$ cat config.mk
export PLATFORM = sky130hd
export DESIGN_NAME = cheri_tsmap_arbiter
export DESIGN_NICKNAME = d
export VERILOG_FILES = /design/src/rtl/cheri_tsmap_arbiter_pkg.sv /design/src/rtl/cheri_tsmap_clr_fsm.sv /design/src/rtl/cheri_tsmap_arbiter.sv
export SDC_FILE = /design/constraint.sdc
export NUM_CORES = 1
export LEC_CHECK = 0
export ABC_CLOCK_PERIOD_IN_PS = 6660
export BUFFER_PORTS_ARGS = -buffer_cell sky130_fd_sc_hd__clkbuf_2
export CAP_MARGIN = 25
export CORE_MARGIN = 2
export CORE_UTILIZATION = 46
export CTS_CLUSTER_DIAMETER = 30
export DETAILED_ROUTE_END_ITERATION = 12
export PLACE_DENSITY_LB_ADDON = 0.15
export SKIP_LAST_GASP = 1
export SLEW_MARGIN = 25
export SYNTH_ARGS = -nofsm -noshare
export SYNTH_HDL_FRONTEND = slang
export SYNTH_HIERARCHICAL = 1
export SYNTH_SLANG_ARGS = --single-unit
export TNS_END_PERCENT = 30
$ cat constraint.sdc
create_clock -name clk_i -period 6.66 [get_ports clk_i]
set_clock_uncertainty 0.1 [all_clocks]
set_input_delay 0.999 -clock clk_i [delete_from_list [all_inputs] [get_ports clk_i]]
set_output_delay 0.999 -clock clk_i [all_outputs]
set_load 0.1 [all_outputs]
$ cat src/rtl/cheri_tsmap_arbiter_pkg.sv
// Shared types for the temporal-safety map arbiter.
// Owner tags, clear-engine states and the default address width.
package cheri_tsmap_arbiter_pkg;

  localparam int TSMAP_AW = 16;

  typedef enum logic [2:0] {
    TSOWN_NONE,
    TSOWN_TRVK,
    TSOWN_BUS_RD,
    TSOWN_BUS_WR,
    TSOWN_CLR
  } tsmap_owner_e;

  typedef enum logic [1:0] {
    TSCLR_IDLE,
    TSCLR_RUN,
    TSCLR_DONE
  } tsmap_clr_state_e;

endpackage

$ cat src/rtl/cheri_tsmap_clr_fsm.sv
// Background clear engine for the TSMAP.
// Walks [base, min(base+len, size)) one granted slot at a time.
module cheri_tsmap_clr_fsm
  import cheri_tsmap_arbiter_pkg::*;
#(
  parameter int TSMapSize = 1024,
  parameter int AddrW     = TSMAP_AW
) (
  input  logic             clk_i,
  input  logic             rst_ni,
  input  logic             start_i,
  input  logic [AddrW-1:0] base_i,
  input  logic [AddrW:0]   len_i,
  input  logic             gnt_i,
  output logic             req_o,
  output logic [AddrW-1:0] addr_o,
  output logic             busy_o,
  output logic             done_o
);

  localparam logic [AddrW+1:0] SIZE_W = (AddrW+2)'(TSMapSize);

  tsmap_clr_state_e state_q, state_d;
  logic [AddrW-1:0] ptr_q, ptr_d;
  logic [AddrW:0]   end_q, end_d;
  logic [AddrW+1:0] sum;
  logic [AddrW:0]   lim;
  logic [AddrW:0]   ptr_nx;

  // Two guard bits keep base+len from wrapping.
  assign sum    = {2'b00, base_i} + {1'b0, len_i};
  assign lim    = (sum > SIZE_W) ? SIZE_W[AddrW:0]
                                 : sum[AddrW:0];
  assign ptr_nx = {1'b0, ptr_q} + (AddrW+1)'(1);

  always_comb begin
    state_d = state_q;
    ptr_d   = ptr_q;
    end_d   = end_q;
    unique case (state_q)
      TSCLR_IDLE: begin
        if (start_i) begin
          ptr_d   = base_i;
          end_d   = lim;
          state_d = ({1'b0, base_i} >= lim) ? TSCLR_DONE
                                            : TSCLR_RUN;
        end
      end
      TSCLR_RUN: begin
        if (gnt_i) begin
          ptr_d = ptr_nx[AddrW-1:0];
          if (ptr_nx == end_q) state_d = TSCLR_DONE;
        end
      end
      TSCLR_DONE: state_d = TSCLR_IDLE;
      default:    state_d = TSCLR_IDLE;
    endcase
  end

  always_ff @(posedge clk_i) begin
    if (!rst_ni) begin
      state_q <= TSCLR_IDLE;
      ptr_q   <= '0;
      end_q   <= '0;
    end else begin
      state_q <= state_d;
      ptr_q   <= ptr_d;
      end_q   <= end_d;
    end
  end

  assign req_o  = (state_q == TSCLR_RUN);
  assign addr_o = ptr_q;
  assign busy_o = (state_q != TSCLR_IDLE);
  assign done_o = (state_q == TSCLR_DONE);

endmodule

$ cat src/rtl/cheri_tsmap_arbiter.sv
// Single-port TSMAP SRAM owner shared by revocation reads,
// allocator bus accesses and the background clear engine.
module cheri_tsmap_arbiter
  import cheri_tsmap_arbiter_pkg::*;
#(
  parameter int TSMapSize = 1024,
  parameter int AddrW     = TSMAP_AW
) (
  input  logic             clk_i,
  input  logic             rst_ni,
  input  logic             trvk_cs_i,
  input  logic [AddrW-1:0] trvk_addr_i,
  output logic [31:0]      trvk_rdata_o,
  input  logic             bus_req_i,
  input  logic             bus_we_i,
  input  logic [AddrW-1:0] bus_addr_i,
  input  logic [31:0]      bus_wdata_i,
  input  logic [3:0]       bus_be_i,
  output logic             bus_gnt_o,
  output logic             bus_rvalid_o,
  output logic [31:0]      bus_rdata_o,
  output logic             bus_err_o,
  input  logic             clr_start_i,
  input  logic [AddrW-1:0] clr_base_i,
  input  logic [AddrW:0]   clr_len_i,
  output logic             clr_busy_o,
  output logic             clr_done_o,
  output logic             mem_cs_o,
  output logic             mem_we_o,
  output logic [AddrW-1:0] mem_addr_o,
  output logic [31:0]      mem_wdata_o,
  output logic [3:0]       mem_be_o,
  input  logic [31:0]      mem_rdata_i
);

  localparam logic [AddrW:0] SIZE_A = (AddrW+1)'(TSMapSize);

  logic             clr_req;
  logic             clr_win;
  logic [AddrW-1:0] clr_addr;
  logic             trvk_go;
  logic             bus_win;
  logic             bus_oob;
  logic             prio_bus_q;
  logic             err_q, err_d;
  tsmap_owner_e     own_q, own_d;

  cheri_tsmap_clr_fsm #(
    .TSMapSize (TSMapSize),
    .AddrW     (AddrW)
  ) u_clr (
    .clk_i   (clk_i),
    .rst_ni  (rst_ni),
    .start_i (clr_start_i),
    .base_i  (clr_base_i),
    .len_i   (clr_len_i),
    .gnt_i   (clr_win),
    .req_o   (clr_req),
    .addr_o  (clr_addr),
    .busy_o  (clr_busy_o),
    .done_o  (clr_done_o)
  );

  // trvk always wins; prio_bus_q breaks bus/clear ties.
  assign trvk_go = rst_ni & trvk_cs_i;
  assign bus_oob = {1'b0, bus_addr_i} >= SIZE_A;
  assign bus_win = rst_ni & ~trvk_cs_i & bus_req_i
                 & (~clr_req | prio_bus_q);
  assign clr_win = rst_ni & ~trvk_cs_i & clr_req
                 & ~(bus_req_i & prio_bus_q);
  assign bus_gnt_o = bus_win;

  always_comb begin
    mem_cs_o    = 1'b0;
    mem_we_o    = 1'b0;
    mem_addr_o  = '0;
    mem_wdata_o = '0;
    mem_be_o    = '0;
    own_d       = TSOWN_NONE;
    err_d       = 1'b0;
    unique case (1'b1)
      trvk_go: begin
        mem_cs_o   = 1'b1;
        mem_addr_o = trvk_addr_i;
        own_d      = TSOWN_TRVK;
      end
      bus_win: begin
        err_d = bus_oob;
        own_d = bus_we_i ? TSOWN_BUS_WR : TSOWN_BUS_RD;
        if (!bus_oob) begin
          mem_cs_o    = 1'b1;
          mem_we_o    = bus_we_i;
          mem_addr_o  = bus_addr_i;
          mem_be_o    = bus_be_i;
          mem_wdata_o = bus_we_i ? bus_wdata_i : '0;
        end
      end
      clr_win: begin
        mem_cs_o   = 1'b1;
        mem_we_o   = 1'b1;
        mem_addr_o = clr_addr;
        mem_be_o   = 4'hF;
        own_d      = TSOWN_CLR;
      end
      default: ;
    endcase
  end

  always_ff @(posedge clk_i) begin
    if (!rst_ni) begin
      own_q      <= TSOWN_NONE;
      err_q      <= 1'b0;
      prio_bus_q <= 1'b1;
    end else begin
      own_q <= own_d;
      err_q <= err_d;
      if (bus_win)      prio_bus_q <= 1'b0;
      else if (clr_win) prio_bus_q <= 1'b1;
    end
  end

  assign trvk_rdata_o = (own_q == TSOWN_TRVK) ? mem_rdata_i
                                              : '0;
  assign bus_rvalid_o = (own_q == TSOWN_BUS_RD)
                      | (own_q == TSOWN_BUS_WR);
  assign bus_err_o    = bus_rvalid_o & err_q;
  assign bus_rdata_o  = (own_q == TSOWN_BUS_RD && !err_q)
                      ? mem_rdata_i : '0;

endmodule

---- Word-level counts from Yosys, hierarchy flattened ----
Cells that the tools add are included.
operators by class
  reductions and logical operators ........ 11
  eq/ne operators ......................... 9
  add/subtract/negate cells ............... 2
  multiplexer cells ....................... 26
  bitwise gates (word level) .............. 13
  order comparisons ....................... 3
operators by type and width
  cell                   number
  $mux 32                5
  $mux 16                3
  $pmux 16 s3            1
  $pmux 16 s2            1
  $add 16x17->18         1
  $gt 18x11->1 const B   1
  $add 16x1->17 const B  1
  $eq 17x17->1           1
  $ge 16x17->1           1
  $mux 17                1
  $ge 16x11->1 const B   1
  $pmux 3 s3             1
  $and 1x1->1            8
  $mux 2                 4
  $pmux 4 s2             1
  $eq 3x2->1 const B     2
  $reduce_and 3->1       2
  $reduce_bool 2->1      3
  $mux 1                 5
  $mux 4                 1
  $ne 2x1->1 const B     2
  $pmux 1 s2             2
  $pmux 2 s2             1
  $reduce_and 2->1       2
  other kinds (10)       13
storage, ports and cells
  input port bits ......................... 139
  register bits ........................... 40
  output and inout bits ................... 123

---- Longest topological paths before layout ----
Gate-level depths: netlist of the first run.
  word-level depth ........................ 7
  mapped depth ............................ 20
  depth with buffers taken out ............ 19

---- Hierarchy ----
Netlist of the first run, hierarchy kept.
modules (own cells, without submodules)
  module               cells each  sequential area each (um^2)  area an instance (um^2)  times used
  cheri_tsmap_clr_fsm  469         700.7                        3493.4                   1
  cheri_tsmap_arbiter  180         100.1                        1291.2                   1

---- Worst setup path after synthesis of the first run ----
No wires, ideal clock.
  path kind ............................... input -> register
  start ................................... in clr_base_i[0]
  end ..................................... reg u_clr.state_q[0]
  stages on the path ...................... 20
  arrival time ............................ 5445 ps
  path slack .............................. 1039 ps
  library setup time ...................... 76 ps
  required time ........................... 6484 ps
  cell sequence ........................... ha_1 -> fa_1 -> a21o_1 -> a221oi_2 -> nor2_2 -> or3_1 -> a221oi_2 -> nand3_1 -> or3_1 -> buf_2 -> or2_1 -> ha_1 -> nand3_1 -> or3_1 -> or2_2 -> nor2_1 -> a2111oi_0 -> o221ai_1 -> or4_1 -> o22ai_1
on the way
  cells in the longest elaborated chain, start to end .. 7
RTL lines
  element                 line                       source
  start: declaration      cheri_tsmap_arbiter.sv:24  input logic [AddrW-1:0] clr_base_i,
  $add 16x17->18          cheri_tsmap_clr_fsm.sv:31  assign sum = {2'b00, base_i} + {1'b0, len_i};
  $gt 18x11->1            cheri_tsmap_clr_fsm.sv:32  assign lim = (sum > SIZE_W) ? SIZE_W[AddrW:0]
  $mux 17                 cheri_tsmap_clr_fsm.sv:32
  $ge 16x17->1 (*)        cheri_tsmap_clr_fsm.sv:45  state_d = ({1'b0, base_i} >= lim) ? TSCLR_DONE
  $mux 2 (*)              cheri_tsmap_clr_fsm.sv:45
  $mux 2 (*)              cheri_tsmap_clr_fsm.sv:42  if (start_i) begin
  $pmux 2 s2 (*)          cheri_tsmap_clr_fsm.sv:40  unique case (state_q)
  end signal: assignment  cheri_tsmap_clr_fsm.sv:66  state_q <= state_d;
  end: declaration        cheri_tsmap_clr_fsm.sv:23  tsmap_clr_state_e state_q, state_d;
Mark *: on every way between the ends. The rest lies on a longest branch, timed or not. The select of a mux whose other input is x is not followed.
A chain may end at the register's enable or synchronous reset.

---- Worst setup path after layout of the first run ----
Ends and elaborated chain as after synthesis.

==> impl_metrics.env, run 1 <==
export IMPL_status="finished clean"
export IMPL_die_x_um=106
export IMPL_slew_violations=0
export IMPL_rsz0062_at_grt="no"
export IMPL_cp_top_family="compound AO/OA/AOI/OAI gates"
export IMPL_start_util_pct=46.8
export IMPL_slowest_delay_ns=0.53
export IMPL_p_leak_uw=0.00310
export IMPL_core_um2=10200
export IMPL_clock_tree_root_cell="clkbuf_8"
export IMPL_slowest_stage="a221oi_2"
export IMPL_final_area_um2=6250
export IMPL_grt_pass1_vias=5525
export IMPL_cts_tree="built"
export IMPL_finalCritPeriodShare_pct=90.3
export IMPL_die_y_um=106
export IMPL_worst_pin_slew_ns=0.951
export IMPL_slew_headroom_pct=36.4
export IMPL_path_cells="clkbuf_2 -> ha_1 -> fa_1 -> a21o_1 -> a221oi_2 -> nor2_2 -> or3_1 -> a221oi_2 -> nand3_1 -> nor3_2 -> nand2_1 -> ha_1 -> a21o_1 -> a21o_1 -> a21oi_1 -> nor2_1 -> a2111oi_0 -> o221ai_1 -> or4_1 -> o22ai_1"
export IMPL_clock_latency_ns=0.31
export IMPL_synth_edf_count=0
export IMPL_ys_seq_area_share_pct=16.7
export IMPL_area_growth_pct=30.7
export IMPL_post_cts_setup_buffers=0
export IMPL_htreeDepth=2
export IMPL_detailed_place_hpwl_um=15600
export IMPL_crit_required_ns=6.80
export IMPL_worstPathMaxFanout=8
export IMPL_grt_usage_pct=32.3
export IMPL_place_area_um2=6140
export IMPL_drt_vias_per_instance=5.81
export IMPL_drtIter0Drc=489
export IMPL_ctsResizeCount=0
export IMPL_vias=5922
export IMPL_synth_async_sr_flop_share_pct=0
export IMPL_arrival_ns=6.15
export IMPL_clock_path_buffers=2
export IMPL_cts_buffers=5
export IMPL_drive_above_1_share_pct=37.9
export IMPL_ys_flop_type="dfxtp_1"
export IMPL_avgRoutedWirePerCell_um=18.6
export IMPL_cp_start_kind="input pin"
export IMPL_fin_crit_ns=6.01
export IMPL_globalplace_congestion=0.987
export IMPL_crit_top_cell="a21o_1"
export IMPL_grt_pass1_wl_um=29100
export IMPL_hold_class="reg -> reg"
export IMPL_top_level_ports=262
export IMPL_num_rows=37
export IMPL_antenna_found_initial=1
export IMPL_timing_critical_path_buf_inv=1
export IMPL_fmax_mhz=166
export IMPL_critPathKind="in -> reg"
export IMPL_route_detailed_drc=0
export IMPL_ys_warn_count=6
export IMPL_hold_viol=0
export IMPL_final_cell_mix="261 x clkbuf_2, 81 x and2_1, 45 x nand2_1"
export IMPL_ir_drop_v=0.0000785
export IMPL_power_density_nw_per_um2=171
export IMPL_grt_overflow_total=0
export IMPL_n_antenna_cell=0
export IMPL_critPathCaptureType="flop"
export IMPL_io_buffer_count=261
export IMPL_path_clk_slew_ns=0.09
export IMPL_syn_inst=649
export IMPL_synth_seq_cells=40
export IMPL_mappedNetlistArea_um2=4780
export IMPL_final_setup_tns_ns=0
export IMPL_fin_nets=1055
export IMPL_die_area_um2=11200
export IMPL_firstDrtPassIters=6
export IMPL_grt_max_degree=56
export IMPL_cap_violations=0
export IMPL_setup_viol=0
export IMPL_synth_cell_types=72
export IMPL_ant_nets=0
export IMPL_routed_wl_um=19000
export IMPL_holdBufCountCts=0
export IMPL_avgSynthCellArea_um2=7.37
export IMPL_cts_sinks=40
export IMPL_final_common_cell="clkbuf_2"
## stage by stage
stage          total power [uW]  setup WS (ns)  std cells  hold WS, ns  util (%)
2_1_floorplan               713           1.04        653        0.361         -
3_3_place_gp                849          0.547       1011        0.383      59.9
3_5_place_dp                857          0.402       1011        0.385      60.0
4_1_cts                    1060          0.693       1019        0.399      61.1
5_1_grt                    1120          0.274       1020        0.413      61.1
6_report                   1070          0.649       1020        0.402      61.1
## Yosys cell counts (5+ instances only)
| cell type | count | area share [%] |
|---|---|---|
| a21oi_1 | 38 | 4.0 |
| inv_1 | 13 | 1.0 |
| or3_1 | 9 | 1.2 |
| o21ai_0 | 40 | 4.2 |
| and3_1 | 18 | 2.4 |
| nand2_1 | 45 | 3.5 |
| nand2b_1 | 7 | 0.92 |
| nor4_1 | 6 | 0.78 |
| buf_2 | 8 | 0.84 |
| xor2_1 | 14 | 2.6 |
| o221a_2 | 5 | 1.2 |
| a21o_2 | 8 | 1.5 |
| nand4_1 | 13 | 1.7 |
| o31ai_2 | 5 | 1.3 |
| xnor2_1 | 16 | 2.9 |
| clkbuf_1 | 28 | 2.2 |
| nor2b_1 | 10 | 1.3 |
| and2_1 | 81 | 11 |
| nand3_1 | 33 | 3.5 |
| o31ai_1 | 5 | 0.78 |
| a221o_2 | 6 | 1.4 |
| nor3b_1 | 6 | 0.94 |
| nor2_1 | 33 | 2.6 |
| or2_2 | 5 | 0.65 |
| a21o_1 | 12 | 1.9 |
| dfxtp_1 | 40 | 17 |
| and2_2 | 20 | 3.1 |
| ha_1 | 32 | 8.4 |
| a22o_1 | 6 | 1.1 |
| nor3_1 | 11 | 1.2 |
## where the power goes
group	switching [uW]	total, uW	internal (uW)
registers	49.0	308	259
logic	391	554	163
clock network	94.6	206	111
total	534	1070	533
## final timing paths
kind	startpoint	end	slack (ns)	depth (start not counted)
max reg2reg	u_clr/state_q[0]	u_clr/state_q[0]	1.85	11
min	u_clr/end_q[12]	u_clr/end_q[12]	0.40	1
min reg2reg	u_clr/end_q[12]	u_clr/end_q[12]	0.40	1
max	clr_base_i[0]	u_clr/state_q[0]	0.65	20
## cells by family after synthesis
group                      synth area share (%)
AOI/OAI and AO/OA                          25.7
xor gates and xnor gates                   5.49
adders and majority gates                  8.79
buffers and inverters                      4.76
DFF                                        16.7
muxes                                     0.209
other                                    0.0784
and+or+nand+nor                            38.2
## flip-flops by register name, indices dropped and copies added (netlist names)
signal and cells:
u_clr/end_q 17, u_clr/addr_o 16, own_q 3, prio_bus_q 1
u_clr/state_q 2, err_q 1
## metal layers
metal	share of wire [%]	vias up	wire length (um)	global-route usage, %
li1	-	2826	-	-
met1	43	2777	8180	43.6
met2	47	285	8870	53.0
met3	8.1	32	1540	5.64
met4	2.1	2	391	8.83
met5	0.063	-	12	0
## layout make-up
type,count,area (um2)
clock buffers,5,68.8
clock inverters,3,42.5
fillers,958,3980
inverters,13,48.8
multi-input cells,558,3790
flip-flops and latches,40,801
well taps,136,170
repair buffers,265,1340
Power figures use the tool's default switching activity.
==> run 2, diff against run 1 <==
--- a/config.mk
+++ b/config.mk
@@ -12,7 +12,7 @@
 export CORE_UTILIZATION = 46
 export CTS_CLUSTER_DIAMETER = 30
 export DETAILED_ROUTE_END_ITERATION = 12
-export PLACE_DENSITY_LB_ADDON = 0.15
+export PLACE_DENSITY_LB_ADDON = 0.3
 export SKIP_LAST_GASP = 1
 export SLEW_MARGIN = 25
 export SYNTH_ARGS = -nofsm -noshare
==> run 2 against run 1 <==
Effect of this change:
- global-route usage fell by 1.4 points
- non-clock buffer count rose by 3
- worst hold slack got worse by 0.0065 ns
- cell count rose by 0.20%
- sequential share of layout area fell by 0.076 points
- utilization rose by 0.37 points
- sequential power barely moved
- final area rose by 0.60%
- via count fell by 1.1%
- sequential cell count did not move
- critical path depth rose by 1
==> impl_metrics.env, run 2 (synthesis gave the netlist of run 1 again) <==
export IMPL_globalplace_congestion=0.978
export IMPL_slew_violations=0
export IMPL_m1WireLength_um=7990
export IMPL_routed_wl_um=18500
export IMPL_cp_start_kind="input pin"
export IMPL_critPathKind="in -> reg"
export IMPL_worstPathMaxFanout=7
export IMPL_p_leak_uw=0.00313
export IMPL_firstDrtPassIters=5
export IMPL_ctsResizeCount=0
export IMPL_cap_violations=0
export IMPL_avgRoutedWirePerCell_um=18.1
export IMPL_top_level_ports=262
export IMPL_die_x_um=106
export IMPL_arrival_ns=5.88
export IMPL_fmax_mhz=174
export IMPL_area_growth_pct=31.5
export IMPL_grt_pass1_wl_um=27900
export IMPL_slew_headroom_pct=39.6
export IMPL_clock_tree_root_cell="clkbuf_8"
export IMPL_drtIter0Drc=600
export IMPL_ant_nets=0
export IMPL_vias=5854
export IMPL_clock_latency_ns=0.30
export IMPL_place_area_um2=6150
export IMPL_clock_path_buffers=2
export IMPL_largest_register="u_clr/end_q"
export IMPL_holdBufCountCts=0
export IMPL_route_top_layer_used="met4"
export IMPL_rsz0062_at_grt="no"
export IMPL_wl_met3_um=1490
export IMPL_crit_required_ns=6.79
export IMPL_final_area_um2=6290
export IMPL_power_density_nw_per_um2=175
export IMPL_io_buffer_count=261
export IMPL_die_y_um=106
export IMPL_grt_pass1_vias=5240
export IMPL_cts_sinks=40
export IMPL_critPathCaptureType="flop"
export IMPL_fillerInstances=996
export IMPL_antenna_found_initial=0
export IMPL_setup_viol=0
export IMPL_fin_crit_ns=5.75
export IMPL_ir_drop_v=0.000100
export IMPL_start_util_pct=46.8
export IMPL_path_clk_slew_ns=0.09
export IMPL_htreeDepth=2
export IMPL_status="finished clean"
export IMPL_final_setup_tns_ns=0
export IMPL_grt_usage_pct=30.9
export IMPL_cts_buffers=5
export IMPL_worst_pin_slew_ns=0.903
export IMPL_finalCritPeriodShare_pct=86.4
export IMPL_hold_viol=0
export IMPL_final_common_cell="clkbuf_2"
export IMPL_route_detailed_drc=0
export IMPL_drive_above_1_share_pct=38.0
export IMPL_fin_nets=1058
export IMPL_final_cell_mix="261 x clkbuf_2, 81 x and2_1, 45 x nand2_1"
export IMPL_post_cts_setup_buffers=0
export IMPL_routed_wl_met2_um=8560
export IMPL_detailed_place_hpwl_um=14900
export IMPL_drt_vias_per_instance=5.73
export IMPL_largest_register_ff_count=17
export IMPL_die_area_um2=11200
export IMPL_cts_tree="built"
export IMPL_num_rows=37
export IMPL_core_um2=10200
export IMPL_n_antenna_cell=0
export IMPL_grt_overflow_total=0
export IMPL_hold_class="reg -> reg"
export IMPL_grt_max_degree=55
run 2: cell type report:
type / count / area [um2] / share of cell area, %
flip-flops and latches: 40 / 801 / 12.7
well taps: 136 / 170 / 2.70
clock inverters: 2 / 60.1 / 0.954
multi-input cells: 558 / 3780 / 60.1
inverters: 13 / 48.8 / 0.776
clock buffers: 5 / 68.8 / 1.09
repair buffers: 268 / 1360 / 21.7
run 2: path summary, 6_finish.rpt:
path | from | endpoint | slack [ns] | cells past startpoint
setup / recovery | clr_base_i[0] | u_clr/state_q[0] | 0.91 | 21
hold / removal | u_clr/end_q[1] | u_clr/end_q[1] | 0.40 | 2
setup reg to reg | u_clr/state_q[0] | u_clr/state_q[1] | 1.83 | 11
hold reg to reg | u_clr/end_q[1] | u_clr/end_q[1] | 0.40 | 2
run 2: critical path, stage by stage:
cell,delay [ns]
clkbuf_2,0.12
ha_1,0.24
fa_1,0.42
a21o_1,0.23
a221oi_2,0.22
buf_4,0.19
nor2_2,0.05
or3_1,0.36
a221oi_2,0.23
nand3_1,0.16
or3_1,0.50
or2_1,0.25
ha_1,0.27
nand3_1,0.08
or3_1,0.14
or2_2,0.13
nor2_1,0.04
a2111oi_0,0.36
o221ai_1,0.25
or4_1,0.53
o22ai_1,0.13
run 2: through the flow:
| stage | hold slack [ns] | setup WS, ns | cells | utilization, % | power, uW |
|---|---|---|---|---|---|
| after floorplan | 0.361 | 1.04 | 653 | - | 713 |
| after global placement | 0.376 | 0.752 | 1014 | 60.1 | 852 |
| after detailed placement | 0.382 | 0.631 | 1014 | 60.1 | 853 |
| after CTS | 0.394 | 0.946 | 1021 | 61.4 | 1090 |
| after global routing | 0.410 | 0.498 | 1022 | 61.5 | 1150 |
| final | 0.395 | 0.908 | 1022 | 61.5 | 1100 |
run 2: power by group:
group | internal (uW) | switching [uW] | total, uW
Combinational | 164 | 391 | 554
Sequential | 259 | 47.3 | 307
Clock | 148 | 90.1 | 238
Total | 571 | 528 | 1100
run 2: metal layers:
layer	GRT usage [%]	up-vias
li1	-	2818
met1	41.2	2707
met2	51.2	292
met3	5.27	37
met4	9.21	0
met5	0	-
==> run 3, diff against run 2 <==
--- a/config.mk
+++ b/config.mk
@@ -8,11 +8,13 @@
 export ABC_CLOCK_PERIOD_IN_PS = 6660
 export BUFFER_PORTS_ARGS = -buffer_cell sky130_fd_sc_hd__clkbuf_2
 export CAP_MARGIN = 25
-export CORE_MARGIN = 2
+export CORE_MARGIN = 1
 export CORE_UTILIZATION = 46
 export CTS_CLUSTER_DIAMETER = 30
 export DETAILED_ROUTE_END_ITERATION = 12
+export GPL_TIMING_DRIVEN = 0
 export PLACE_DENSITY_LB_ADDON = 0.3
+export REMOVE_ABC_BUFFERS = 1
 export SKIP_LAST_GASP = 1
 export SLEW_MARGIN = 25
 export SYNTH_ARGS = -nofsm -noshare
==> run 3 against run 2 <==
Effect of this change:
- worst hold slack gained 0.0033 ns
- first-iteration DRC count up 1.0%
- largest cell class unchanged
- die area shrank 3.7%
- critical endpoint unchanged
==> impl_metrics.env, run 3 (synthesis gave the netlist of run 1 again) <==
export IMPL_status="finished clean"
export IMPL_final_seq_area_um2=801
export IMPL_ir_drop_v=0.0000885
export IMPL_power_density_nw_per_um2=173
export IMPL_antenna_found_initial=0
export IMPL_multi_input_area_um2=3790
export IMPL_fmax_mhz=163
export IMPL_hold_class="reg -> reg"
export IMPL_worst_r2r_path_depth=11
export IMPL_min_from="u_clr/end_q[15]"
export IMPL_fin_nets=1055
export IMPL_worstPathMaxFanout=8
export IMPL_top_level_ports=262
export IMPL_finalCritPeriodShare_pct=91.9
export IMPL_vias=5857
export IMPL_cts_buffers=5
export IMPL_critPathKind="in -> reg"
export IMPL_fillerInstances=970
export IMPL_clock_tree_root_cell="clkbuf_8"
export IMPL_route_detailed_drc=0
export IMPL_hold_slack_ns=0.399
export IMPL_critPathCaptureType="flop"
export IMPL_holdBufCountCts=0
export IMPL_grt_overflow_total=0
export IMPL_routed_wl_um=17500
export IMPL_r2r_end="u_clr/state_q[1]"
export IMPL_slew_violations=0
export IMPL_detailed_place_hpwl_um=14400
export IMPL_fin_crit_ns=6.12
export IMPL_drtIter0Drc=606
export IMPL_worst_pin_slew_ns=0.924
export IMPL_num_rows=36
export IMPL_p_leak_uw=0.00312
export IMPL_drt_vias_per_instance=5.76
export IMPL_path_clk_slew_ns=0.08
export IMPL_core_um2=9910
export IMPL_start_util_pct=48.3
export IMPL_grt_max_degree=56
export IMPL_cts_tree="built"
export IMPL_cp_start_kind="input pin"
export IMPL_hold_depth=1
export IMPL_grt_usage_pct=31.0
export IMPL_n_antenna_cell=0
export IMPL_final_setup_tns_ns=0
export IMPL_rr_startpoint="u_clr/state_q[0]"
export IMPL_firstDrtPassIters=7
export IMPL_wl_met3_um=1330
export IMPL_htreeDepth=2
export IMPL_ant_nets=0
export IMPL_ctsResizeCount=0
export IMPL_die_area_um2=10800
export IMPL_largest_register_ff_count=17
export IMPL_grt_pass1_wl_um=26900
export IMPL_area_growth_pct=31.1
export IMPL_ff2ff_setup_slack_ns=1.47
export IMPL_final_cell_mix="261 x clkbuf_2, 81 x and2_1, 45 x nand2_1"
export IMPL_rsz0062_at_grt="no"
export IMPL_clock_latency_ns=0.29
export IMPL_grt_pass1_vias=5178
export IMPL_io_buffer_count=261
export IMPL_drive_above_1_share_pct=37.8
export IMPL_final_common_cell="clkbuf_2"
export IMPL_m1WireLength_um=7610
export IMPL_cap_violations=0
export IMPL_routed_wl_met2_um=8080
export IMPL_die_y_um=104
export IMPL_setup_viol=0
export IMPL_cts_sinks=40
export IMPL_arrival_ns=6.24
export IMPL_hold_end="u_clr/end_q[15]"
export IMPL_crit_required_ns=6.78
export IMPL_avgRoutedWirePerCell_um=17.2
export IMPL_route_top_layer_used="met4"
export IMPL_hold_viol=0
export IMPL_globalplace_congestion=0.936
export IMPL_largest_register="u_clr/end_q"
export IMPL_clock_path_buffers=2
export IMPL_die_x_um=104
export IMPL_post_cts_setup_buffers=0
export IMPL_slew_headroom_pct=38.4
[run 3: cell types whose count changed in the layout (fill, tap and decap cells not counted), sizes merged]
cell | previous run | this run
buf | 7 | 4
[run 3: worst max-delay path, stage by stage]
cell	delay, ns
clkbuf_2	0.12
ha_1	0.24
fa_1	0.40
a21o_1	0.22
a221oi_2	0.52
nor2_2	0.10
or3_1	0.38
a221oi_2	0.26
nand3_1	0.19
nor3_2	0.50
nand2_1	0.12
ha_1	0.32
a21o_1	0.19
a21o_1	0.17
a21oi_1	0.14
nor2_1	0.08
a2111oi_0	0.34
o221ai_1	0.29
or4_1	0.55
o22ai_1	0.13
[run 3: routing by layer]
layer / track usage, % / up-vias
li1: - / 2824
met1: 41.4 / 2696
met2: 51.3 / 295
met3: 5.14 / 42
met4: 8.27 / 0
met5: 0 / -
[run 3: worst max path at each step]
stage / from / to / slack [ns] / cells past startpoint
finish: clr_base_i[0] / u_clr/state_q[0] / 0.54 / 20
global route: clr_base_i[0] / u_clr/state_q[0] / 0.26 / 20
CTS: clr_base_i[0] / u_clr/state_q[0] / 0.54 / 20
detailed placement: clr_base_i[0] / u_clr/state_q[0] / 0.27 / 20
global placement: clr_base_i[0] / u_clr/state_q[0] / 0.34 / 20
floorplan: clr_base_i[0] / u_clr/state_q[0] / 1.05 / 19
[run 3: final cells by class]
type | count | share of cell area [%]
Multi-Input combinational cell | 558 | 60.4
Inverter | 13 | 0.778
Timing Repair Buffer | 265 | 21.4
Tap cell | 133 | 2.65
Clock buffer | 5 | 1.10
Sequential cell | 40 | 12.8
Clock inverter | 2 | 0.958
[run 3: power breakdown]
| part | internal [uW] | total [uW] | switching (uW) |
|---|---|---|---|
| registers | 259 | 305 | 45.1 |
| clock network | 147 | 233 | 85.1 |
| logic | 162 | 546 | 384 |
[run 3: through the flow]
step                setup WS (ns)  total power [uW]  area [um2]  std cells  utilization [%]
global placement            0.341               842        6090       1005             61.5
finish                      0.541              1080        6270       1016             63.3
detailed placement          0.270               847        6130       1008             61.9
CTS                         0.536              1080        6260       1015             63.2
floorplan                    1.05               699        4620        611                -
global route                0.256              1130        6270       1016             63.3
